**config.mk**
```make
export PLATFORM = sky130hd
export DESIGN_NAME = simple_ctrl
export DESIGN_NICKNAME = d
export VERILOG_FILES = /design/src/rtl/simple_ctrl.sv
export SDC_FILE = /design/constraint.sdc
export NUM_CORES = 1
export LEC_CHECK = 0
export ABC_AREA = 1
export BUFFER_PORTS_ARGS = -buffer_cell sky130_fd_sc_hd__buf_2
export CELL_PAD_IN_SITES_DETAIL_PLACEMENT = 0
export CELL_PAD_IN_SITES_GLOBAL_PLACEMENT = 1
export CORE_MARGIN = 5
export CORE_UTILIZATION = 38
export CTS_CLUSTER_SIZE = 8
export DETAILED_ROUTE_END_ITERATION = 12
export GPL_ROUTABILITY_DRIVEN = 1
export MAX_ROUTING_LAYER = met4
export PLACE_DENSITY_LB_ADDON = 0.1
export SYNTH_ARGS = -nofsm -noshare
export SYNTH_HDL_FRONTEND = slang
export SYNTH_SLANG_ARGS = --single-unit
```
**constraint.sdc**
```tcl
create_clock -name clk -period 3.1 [get_ports clk]
set_clock_uncertainty 0.05 [all_clocks]
set_input_delay 0.31 -clock clk [delete_from_list [all_inputs] [get_ports clk]]
set_output_delay 0.31 -clock clk [all_outputs]
set_load 0.005 [all_outputs]
```
**src/rtl/simple_ctrl.sv**
```systemverilog
// rtl/simple_ctrl.sv - SIMPLE core control sequencer: fetch, decode and exec over a req/ack port
// Owns the PC, the instruction register and halt state; drives all datapath controls.
module simple_ctrl (
  input  logic        clk,
  input  logic        reset,
  output logic [15:0] pc,
  output logic        ifetch_req,
  input  logic        ifetch_ack,
  input  logic [15:0] instr_in,
  input  logic        in_valid,
  output logic        in_ack,
  output logic        alu_en,
  output logic        sft_en,
  output logic        immd_en,
  output logic        in_en,
  output logic        out_en,
  output logic [3:0]  op3,
  output logic [7:0]  immd,
  output logic [2:0]  AR_idx,
  output logic [2:0]  BR_idx,
  output logic [2:0]  wr_idx,
  output logic        rdAR_en,
  output logic        rdBR_en,
  output logic        wr_en,
  output logic        halted
);

  typedef enum logic [1:0] {S_FETCH, S_DECODE, S_EXEC, S_HALT} state_e;

  state_e      state_q;
  logic [15:0] pc_q;
  logic [15:0] pc_d;
  logic [15:0] ir_q;
  logic        req_q;

  logic [1:0]  cls;
  logic [2:0]  rs;
  logic [2:0]  rd;
  logic [3:0]  f;
  logic        is_reg;
  logic        is_alu;
  logic        is_cmp;
  logic        is_sft;
  logic        is_in;
  logic        is_out;
  logic        is_hlt;
  logic        is_li;
  logic        exec_now;
  logic        read_phase;
  logic        in_fire;

  assign cls    = ir_q[15:14];
  assign rs     = ir_q[13:11];
  assign rd     = ir_q[10:8];
  assign f      = ir_q[7:4];
  assign is_reg = (cls == 2'b11);
  assign is_alu = is_reg && (f <= 4'd6);
  assign is_cmp = is_reg && (f == 4'd5);
  assign is_sft = is_reg && (f[3:2] == 2'b10);
  assign is_in  = is_reg && (f == 4'd12);
  assign is_out = is_reg && (f == 4'd13);
  assign is_hlt = is_reg && (f == 4'd15);
  assign is_li  = (cls == 2'b10) && (rs == 3'b000);

  assign pc_d = pc_q + 16'd1;

  // The req flag is cleared by reset so the first request appears one cycle after release.
  always_ff @(posedge clk) begin
    if (reset) begin
      state_q <= S_FETCH;
      pc_q    <= 16'h0000;
      ir_q    <= 16'h0000;
      req_q   <= 1'b0;
    end else begin
      case (state_q)
        S_FETCH: begin
          if (req_q && ifetch_ack) begin
            ir_q    <= instr_in;
            req_q   <= 1'b0;
            state_q <= S_DECODE;
          end else begin
            req_q   <= 1'b1;
          end
        end
        S_DECODE: state_q <= S_EXEC;
        S_EXEC: begin
          if (is_hlt) begin
            state_q <= S_HALT;
          end else if (!is_in || in_valid) begin
            pc_q    <= pc_d;
            req_q   <= 1'b1;
            state_q <= S_FETCH;
          end
        end
        S_HALT: state_q <= S_HALT;
      endcase
    end
  end

  // Execute-phase strobes are suppressed combinationally so a reset cycle never commits a write.
  assign exec_now   = (state_q == S_EXEC) && !reset;
  assign read_phase = (state_q == S_DECODE) || (state_q == S_EXEC);
  assign in_fire    = exec_now && is_in && in_valid;

  assign pc         = pc_q;
  assign ifetch_req = req_q;
  assign halted     = (state_q == S_HALT);

  assign op3     = is_reg ? f : 4'h0;
  assign immd    = ir_q[7:0];
  assign AR_idx  = rd;
  assign BR_idx  = (is_alu || is_out) ? rs : rd;
  assign wr_idx  = rd;

  assign rdAR_en = read_phase && is_alu;
  assign rdBR_en = read_phase && (is_alu || is_sft || is_out);

  assign alu_en  = exec_now && is_alu;
  assign sft_en  = exec_now && is_sft;
  assign immd_en = exec_now && is_li;
  assign in_en   = in_fire;
  assign out_en  = exec_now && is_out;
  assign in_ack  = in_fire;
  assign wr_en   = (exec_now && ((is_alu && !is_cmp) || is_sft || is_li)) || in_fire;

endmodule

```
==> results of run 1 <==
-- path summary, 6_finish.rpt --
kind              cells after the start  slack [ps]        to
hold / removal                        3         240  ir_q[14]
setup reg to reg                      7        1440     pc[8]
hold reg to reg                       2         400   ir_q[1]
setup / recovery                      9         830     wr_en
-- cells by family (layout without fill, tap and decap cells) --
| logic type | after synthesis | count (layout) |
|---|---|---|
| and+or+nand+nor | 139 | 139 |
| buffers and inverters | 64 | 116 |
| AOI/OAI and AO/OA | 56 | 56 |
| DFF | 35 | 35 |
| xor gates and xnor gates | 7 | 7 |
| adders and majority gates | 5 | 5 |
-- layout by cell type (no fill, tap or decap), types with 2 or more instances in the layout --
cell       n
nand2_2    8
nand2_4    2
nor2_1    33
a21oi_1   23
nand3_1   15
o21ai_0   24
a21oi_2    7
nor3_1     2
nand4_1    3
inv_1     36
buf_2     67
dfxtp_1   35
clkbuf_8   5
nor2_2     3
nor2_4     2
inv_2      3
ha_1       5
xor2_1     6
nand2_1   65
-- cell type report --
| type | count | area (µm²) |
|---|---|---|
| multi-input cells | 207 | 1100 |
| well taps | 72 | 90.1 |
| inverters | 40 | 153 |
| repair buffers | 68 | 343 |
| fillers | 593 | 2970 |
| clock buffers | 5 | 68.8 |
| flip-flops and latches | 35 | 701 |
| clock inverters | 3 | 46.3 |
-- power groups by stage --
stage	Sequential (mW)	Combinational [mW]	Clock, mW
6_report	0.591	0.426	0.427
5_1_grt	0.604	0.483	0.466
4_1_cts	0.592	0.430	0.446
3_5_place_dp	0.603	0.428	0
3_3_place_gp	0.600	0.430	0
2_1_floorplan	0.592	0.363	0
-- registers in the layout, indices dropped and copies added, names as in the netlist --
name        flops
ifetch_req      1
ir_q           16
pc             16
state_q         2
-- worst max-delay path, stage by stage, from the launching register on --
cell,delay [ps]
dfxtp_1,330
inv_1,120
ha_1,300
inv_1,80
nor2_1,150
inv_1,110
nor3_1,280
a21oi_1,70
nand2_1,60
buf_2,100
-- metal layers --
layer | global-route usage [%] | vias to the layer above | part of all wire [%]
met1 | 18.3 | 875 | 47
met4 | 3.45 | 0 | 1.1
met3 | 4.12 | 7 | 5.9
met5 | - | - | 0
met2 | 26.0 | 56 | 46
li1 | - | 1047 | -
-- stage by stage --
stage | utilization, % | power, mW | hold WS [ps] | area (µm²) | cells
2_1_floorplan | - | 0.955 | 374 | 2130 | 306
3_3_place_gp | 43.6 | 1.03 | 381 | 2390 | 422
3_5_place_dp | 43.6 | 1.03 | 384 | 2390 | 422
4_1_cts | 45.7 | 1.47 | 231 | 2500 | 430
5_1_grt | 45.7 | 1.55 | 234 | 2500 | 430
6_report | 45.7 | 1.44 | 243 | 2500 | 430
==> run_results.csv, run 1 <==
group,metric,value,unit
outcome,outcome,"complete, no violations",
run,maxCapViolCount,0,
routing,vias_per_cell,4.62,
final_layout,drive_above_1_share,29.9,%
synth,yosysTopAreaCellShare,33.0,%
critical_path,cp.arrival,1910,ps
cts,clk_pin_slew,80,ps
critical_path,startpoint_type,"register",
cts,cts-root-buf,"clkbuf_8",
timing,setup_viol,0,
floorplanning,core,0.00547,mm²
final_layout,finalNetCount,382,
synth,syn_nets,331,
grt,overflow,0,
worst_hold_path,hp-start,"instr_in[14]",
cts,cts_tree,"done",
routing,dr.first_iter.drc_count,58,
synth,syn_area_per_cell,6.95,µm²
floorplanning,rows,27,
floorplanning,io_pins,68,
routing,drtAntennaViolNets,0,
timing,min_period,2270,ps
synth,synth_area,0.00213,mm²
floorplanning,die_w,84.8,µm
synth,yosysWarnings,0,
placed_design,hpwlAfterDp,3.80,mm
cts,cts_buffers,5,
cts,clock_latency,290,ps
placed_design,post-place-ws,1160,ps
synth,synth_xor_area_share,2.88,%
synth,synth_area_leaders,"dfxtp_1 (33%), nand2_1 (11%), inv_1 (6.4%)",
floorplanning,die_area,0.00719,mm²
power,p_sw,0.515,mW
grt,track_usage,15.4,%
grt,grt_max_degree,34,
timing,finalSetupTns,0,ps
grt,antenna_found_initial,0,
synth,synth_top_family_by_area,"simple AND/OR/NAND/NOR gates",
routing,first_pass_iters,4,
placed_design,numPortBuffers,67,
grt,grt_first_pass_wirelength,8.77,mm
floorplanning,initial_utilization,38.8,%
cts,hold_buffers,0,
timing,worst_pin_slew,575,ps
synth,synth-seq-cells,35,
power,cellPowerDensity,577,mW/mm²
synth,synth.distinct_cells,32,
critical_path,critical_path.max_fanout,5,
timing,max_freq,441,MHz
final_layout,area.growth.synth_to_final,17.8,%
critical_path,crit_start,"state_q[0]",
synth,ys_async_sr_fraction,0,%
cts,cts_max_path_buffers,2,
power,pwr-share-comb,29.5,%
cts,cts_resized,0,
cts,cts.htree.levels,2,
timing,slew_headroom,61.6,%
power,peakVddDrop,255,µV
routing,via_count,1985,
worst_hold_path,hold_class,"primary input to register",
timing,period_share,73.1,%
cts,cts_setup_buffers,0,
timing,rsz0062_at_grt,"false",
synth,yosysTopAreaCell,"dfxtp_1",
power,leakagePower,1.13,nW
power,clkPwrFrac,29.6,%
power,p_int,0.929,mW
critical_path,path_class,"register to primary output",
critical_path,rr_startpoint,"state_q[0]",
timing,setup_slack,834,ps
routing,drc_errors,0,
synth,yosysMostFrequentCell,"nand2_1",
synth,synth-main-ff-cell,"dfxtp_1",
cts,cts.sink_count,35,
synth,ys_seq_area_share,33.0,%
synth,synth_edf_count,0,
synth,synth-simple-area-share,31.0,%
final_layout,diodes,0,
timing,hold_viol,0,
timing,drv_slew,0,
synth,syn_inst,306,
floorplanning,die_height,84.8,µm
routing,routedWlPerCell,12.1,µm
power,switching_share,35.7,%
grt,grt_pass1_vias,1876,
synth,synth-adder-area-share,2.94,%
synth,synthTopCellsByCount,"nand2_1 (65), inv_1 (36), dfxtp_1 (35)",
critical_path,end_kind,"primary output",
placed_design,gp_congestion,0.827,
critical_path,cp.required,2740,ps
routing,wirelength,5.22,mm
power,sequentialPowerShare,40.9,%
synth,synth_compound_area_share,15.0,%
synth,synthMuxAreaShare,0,%
(Power assumes the default switching activity.)
==> run 2, diff against run 1 <==
- CORE_UTILIZATION: 38 -> 35
- clock period: 3.1 -> 2.2 ns (I/O delays scaled with it)
==> run 2 against run 1 <==
Net effect: hold slack worse by 99 ps; critical path type unchanged; first-iteration DRC count increased by 69%; combinational power is 43% higher; count of clock-buffer cells in the layout unchanged; setup slack got worse by 660 ps; register-to-register slack got worse by 800 ps; total power increased by 34%; design area up 0.25%; final cell count up 0.70%.
==> run_results.csv, run 2 (synthesized netlist as in run 1, its figures left out) <==
group,metric,value,unit
outcome,outcome,"complete, no violations",
timing,slew_headroom,61.5,%
worst_hold_path,hold-path-cell-count,3,
power,p_sw,0.737,mW
power,pwr-share-comb,31.4,%
routing,drc_errors,0,
timing,min_period,2020,ps
power,switching_share,38.1,%
grt,track_usage,15.3,%
power,p_int,1.20,mW
critical_path,startpoint_type,"register",
cts,cts-root-buf,"clkbuf_8",
placed_design,dp.cells,425,
power,cellPowerDensity,772,mW/mm²
critical_path,end_kind,"primary output",
critical_path,cp.arrival,1750,ps
cts,cts_buffers,5,
critical_path,rr_startpoint,"pc[0]",
cts,cts_max_path_buffers,2,
routing,drtAntennaViolNets,0,
routing,first_pass_iters,4,
routing,wirelength,5.33,mm
routing,dr.first_iter.drc_count,98,
final_layout,drive_above_1_share,30.4,%
cts,cts.htree.levels,2,
critical_path,ff2ff_setup_slack,640,ps
final_layout,post-route-util,42.4,%
floorplanning,initial_utilization,35.9,%
floorplanning,die_area,0.00773,mm²
critical_path,r2r_end,"pc[10]",
power,power.total,1.94,mW
critical_path,worstRegToRegCells,7,
cts,clk_pin_slew,80,ps
worst_hold_path,hp-start,"instr_in[3]",
grt,grt_first_pass_wirelength,8.98,mm
cts,hold_buffers,0,
cts,cts_setup_buffers,0,
floorplanning,die_w,87.9,µm
timing,max_freq,495,MHz
final_layout,fin_cells,433,
placed_design,numPortBuffers,67,
critical_path,cp.required,1930,ps
floorplanning,core,0.00592,mm²
timing,hold_viol,0,
timing,finalSetupTns,0,ps
power,clkPwrFrac,25.5,%
grt,antenna_found_initial,0,
worst_hold_path,hold_class,"primary input to register",
critical_path,path_class,"register to primary output",
floorplanning,die_height,87.9,µm
critical_path,critical_path.max_fanout,5,
worst_hold_path,whs_endpoint,"ir_q[3]",
final_layout,final_cell_mix,"buf_2 (67), nand2_1 (65), inv_1 (36), dfxtp_1 (35), nor2_1 (33)",
grt,grt_pass1_vias,1886,
routing,vias_per_cell,4.60,
cts,cts.sink_count,35,
timing,hold_slack,144,ps
timing,rsz0062_at_grt,"false",
timing,setup_viol,0,
power,peakVddDrop,388,µV
grt,overflow,0,
routing,via_count,1992,
timing,drv_slew,0,
routing,routedWlPerCell,12.3,µm
final_layout,finalNetCount,382,
grt,grt_max_degree,34,
run,maxCapViolCount,0,
final_layout,diodes,0,
final_layout,final_common_cell,"buf_2",
final_layout,area.growth.synth_to_final,18.1,%
power,leakagePower,1.13,nW
cts,clock_latency,300,ps
timing,worst_pin_slew,577,ps
placed_design,hpwlAfterDp,3.94,mm
placed_design,gp_congestion,0.773,
power,sequentialPowerShare,43.1,%
cts,cts_tree,"done",
timing,period_share,91.9,%
floorplanning,io_pins,68,
floorplanning,rows,28,
==> run 2: cell types whose count changed in the layout (fill, tap and decap cells not counted) <==
cell       delta
ha_4          +1
bufinv_16     -1
nor3_1        -1
ha_1          -1
nor3_4        +1
clkinv_4      +2
inv_6         -1
==> run 2: power by group through the flow <==
stage / logic, mW / registers [mW] / clock network (mW)
after CTS: 0.608 / 0.835 / 0.514
final: 0.608 / 0.836 / 0.494
after global routing: 0.706 / 0.858 / 0.538
after floorplan: 0.511 / 0.834 / 0
after global placement: 0.609 / 0.846 / 0
after detailed placement: 0.605 / 0.849 / 0
==> run 2: area by class of cell <==
class | instances | area (µm²)
inverters | 40 | 153
multi-input cells | 207 | 1130
flip-flops and latches | 35 | 701
well taps | 75 | 93.8
fillers | 654 | 3410
clock inverters | 3 | 25.0
clock buffers | 5 | 68.8
repair buffers | 68 | 343
==> run 2: worst max-delay path, cell delays in order, from the launching register on <==
cell,delay (ps)
dfxtp_1,330
inv_1,150
ha_4,200
inv_1,60
nor2_1,130
inv_1,140
nor3_4,220
a21oi_1,70
nand2_1,60
buf_2,110
==> run 2: how the worst max path moves through the flow <==
| stage | start | to | slack (ps) |
|---|---|---|---|
| 4_1_cts | state_q[0] | wr_en | 70 |
| 3_5_place_dp | state_q[0] | wr_en | 300 |
| 3_3_place_gp | state_q[0] | wr_en | 390 |
| 2_1_floorplan | state_q[0] | in_en | 510 |
| 6_report | state_q[0] | wr_en | 180 |
| 5_1_grt | state_q[0] | wr_en | 10 |
==> run 2: per-layer routing <==
metal | vias up | wire length [µm] | global-route usage (%) | part of all wire (%)
met5 | - | 0 | - | 0
met4 | 0 | 53 | 4.88 | 0.99
met3 | 5 | 234 | 3.67 | 4.4
met2 | 34 | 2360 | 22.9 | 44
met1 | 903 | 2690 | 20.3 | 50
li1 | 1050 | - | - | -
==> run 2: stage by stage <==
step           cell area [µm²]  setup WS [ps]
2_1_floorplan             2130            514
3_3_place_gp              2390            393
3_5_place_dp              2390            300
4_1_cts                   2490           65.4
5_1_grt                   2510           10.7
6_report                  2510            178
==> run 2: timing repair <==
item / 4_1_cts / 5_1_grt
endpoints found under the setup margin: 1 / 3
pin swaps: 0 / 0
resized for setup: 1 / 3
==> run 3, diff against run 2 <==
- CAP_MARGIN: default -> 20
- CORE_ASPECT_RATIO: default -> 1.1
- CORE_UTILIZATION: 35 -> 32
- clock period: 2.2 -> 1.8 ns (I/O delays scaled with it)
==> run 3 against run 2 <==
Net effect: global-route usage shrank 1.2 points; final cell count rose by 4.8%; total power is 37% higher; routed wire length increased by 4.1%; sequential cell count stayed put; register-to-register slack got worse by 290 ps; sequential power grew 22%; non-clock buffer count rose by 14; design area increased by 7.9%; via count is 3.3% higher; clock power increased by 49%; critical path depth unchanged; critical path type unchanged; largest power group unchanged.
==> run_results.csv, run 3 (synthesized netlist as in run 1, its figures left out) <==
group,metric,value,unit
worst_hold_path,hold_class,"primary input to register",
routing,drtAntennaViolNets,0,
power,power.total,2.65,mW
worst_hold_path,hold-path-cell-count,2,
cts,cts_max_path_buffers,2,
routing,vias_per_cell,4.53,
critical_path,path_class,"register to primary output",
final_layout,diodes,0,
cts,cts_buffers,5,
routing,wirelength,5.55,mm
critical_path,crit_buf_inv,4,
critical_path,cp.arrival,1470,ps
timing,slew_headroom,80.7,%
grt,overflow,0,
final_layout,final_cell_mix,"buf_2 (67), nand2_1 (64), inv_1 (34), dfxtp_1 (32), nor2_1 (30)",
critical_path,cp.required,1570,ps
timing,hold_slack,93.1,ps
floorplanning,core,0.00652,mm²
grt,grt_max_degree,34,
placed_design,gp_congestion,0.751,
critical_path,worstRegToRegCells,7,
final_layout,final_cell_area,0.00271,mm²
timing,max_freq,587,MHz
power,peakVddDrop,325,µV
timing,period_share,94.7,%
grt,track_usage,14.1,%
cts,cts.sink_count,35,
cts,cts.htree.levels,2,
timing,setup_viol,0,
final_layout,drive_above_1_share,36.3,%
critical_path,critPathSlowestCell,"dfxtp_2",
critical_path,cpPeakStageDelay,330,ps
placed_design,hpwlAfterDp,4.14,mm
critical_path,critical_path.max_fanout,5,
final_layout,fill_cells,717,
grt,grt_first_pass_wirelength,9.00,mm
outcome,outcome,"complete, no violations",
floorplanning,die_w,87.7,µm
routing,first_pass_iters,4,
final_layout,post-route-util,41.6,%
floorplanning,die_area,0.00837,mm²
worst_hold_path,whs_endpoint,"pc[2]",
floorplanning,initial_utilization,32.6,%
cts,cts_tree,"done",
placed_design,dpl-instance-area,0.00251,mm²
cts,clk_pin_slew,80,ps
cts,clock_latency,300,ps
critical_path,ff2ff_setup_slack,350,ps
final_layout,area.growth.synth_to_final,27.4,%
routing,via_count,2057,
floorplanning,die_height,95.5,µm
timing,worst_pin_slew,290,ps
worst_hold_path,hp-start,"reset",
power,leakagePower,1.23,nW
critical_path,r2r_end,"pc[10]",
routing,routedWlPerCell,12.2,µm
floorplanning,io_pins,68,
cts,cts-root-buf,"clkbuf_8",
timing,min_period,1700,ps
critical_path,crit_chain,"inv_2, ha_4, inv_1, nor2_2, inv_2, nor3_4, a21oi_1, nand2_1, buf_2",
floorplanning,rows,31,
timing,hold_viol,0,
final_layout,final_common_cell,"buf_2",
critical_path,end_kind,"primary output",
run,maxCapViolCount,0,
critical_path,cp_top_family,"simple AND/OR/NAND/NOR gates",
grt,grt_pass1_vias,1995,
critical_path,startpoint_type,"register",
grt,antenna_found_initial,0,
routing,dr.first_iter.drc_count,49,
final_layout,finalNetCount,396,
timing,drv_slew,0,
cts,hold_buffers,0,
power,cellPowerDensity,977,mW/mm²
critical_path,crit_path_frequent_cell,"inv_2",
routing,drc_errors,0,
critical_path,rr_startpoint,"pc[0]",
placed_design,numPortBuffers,67,
run 3: cell types whose count changed in the layout (fill, tap and decap cells not counted), sizes merged:
| cell | before | now |
|---|---|---|
| buf | 68 | 82 |
| bufinv | 0 | 1 |
| clkinv | 2 | 0 |
| inv | 40 | 41 |
run 3: per-layer routing:
metal / up-vias / share of wire [%] / GRT usage [%]
li1: 1075 / - / -
met1: 923 / 44 / 16.0
met2: 45 / 49 / 24.2
met3: 14 / 5.1 / 2.42
met4: 0 / 2.0 / 6.01
met5: - / 0 / -
run 3: layout make-up:
| type | count | area, µm² | share of cell area (%) |
|---|---|---|---|
| Multi-Input combinational cell | 207 | 1160 | 42.9 |
| Sequential cell | 35 | 704 | 26.0 |
| Timing Repair Buffer | 82 | 473 | 17.5 |
| Inverter | 40 | 153 | 5.64 |
| Tap cell | 82 | 103 | 3.79 |
| Clock buffer | 5 | 68.8 | 2.54 |
| Clock inverter | 3 | 46.3 | 1.71 |
run 3: worst max-delay path by stage:
stage                     slack, ps  depth (start not counted)  endpoint       start
after floorplan                 150                          7     in_en  state_q[0]
after global placement          170                          9     wr_en  state_q[0]
after detailed placement        130                          9     wr_en  state_q[0]
after CTS                        -8                          9     wr_en  state_q[0]
after global routing            -10                          9     wr_en  state_q[0]
final                           100                          9     wr_en  state_q[0]
run 3: power by group:
part / leakage (nW) / switching (mW) / internal [mW] / total (mW)
clock: 0.0548 / 0.320 / 0.417 / 0.737
sequential: 0.286 / 0.106 / 0.915 / 1.02
combinational: 0.890 / 0.512 / 0.375 / 0.887
run 3: repair_timing:
item / CTS / global route
setup buffers: 0 / 3
setup endpoints to repair: 6 / 7
pin swaps: 1 / 4
resized for setup: 6 / 12
run 3: metrics by stage:
stage | std cells | worst slack, ps | TNS [ps]
6_report | 454 | 95.7 | 0
2_1_floorplan | 306 | 154 | 0
3_5_place_dp | 443 | 127 | 0
5_1_grt | 454 | -11.6 | -11.6
4_1_cts | 451 | -8.44 | -8.44
3_3_place_gp | 443 | 171 | 0
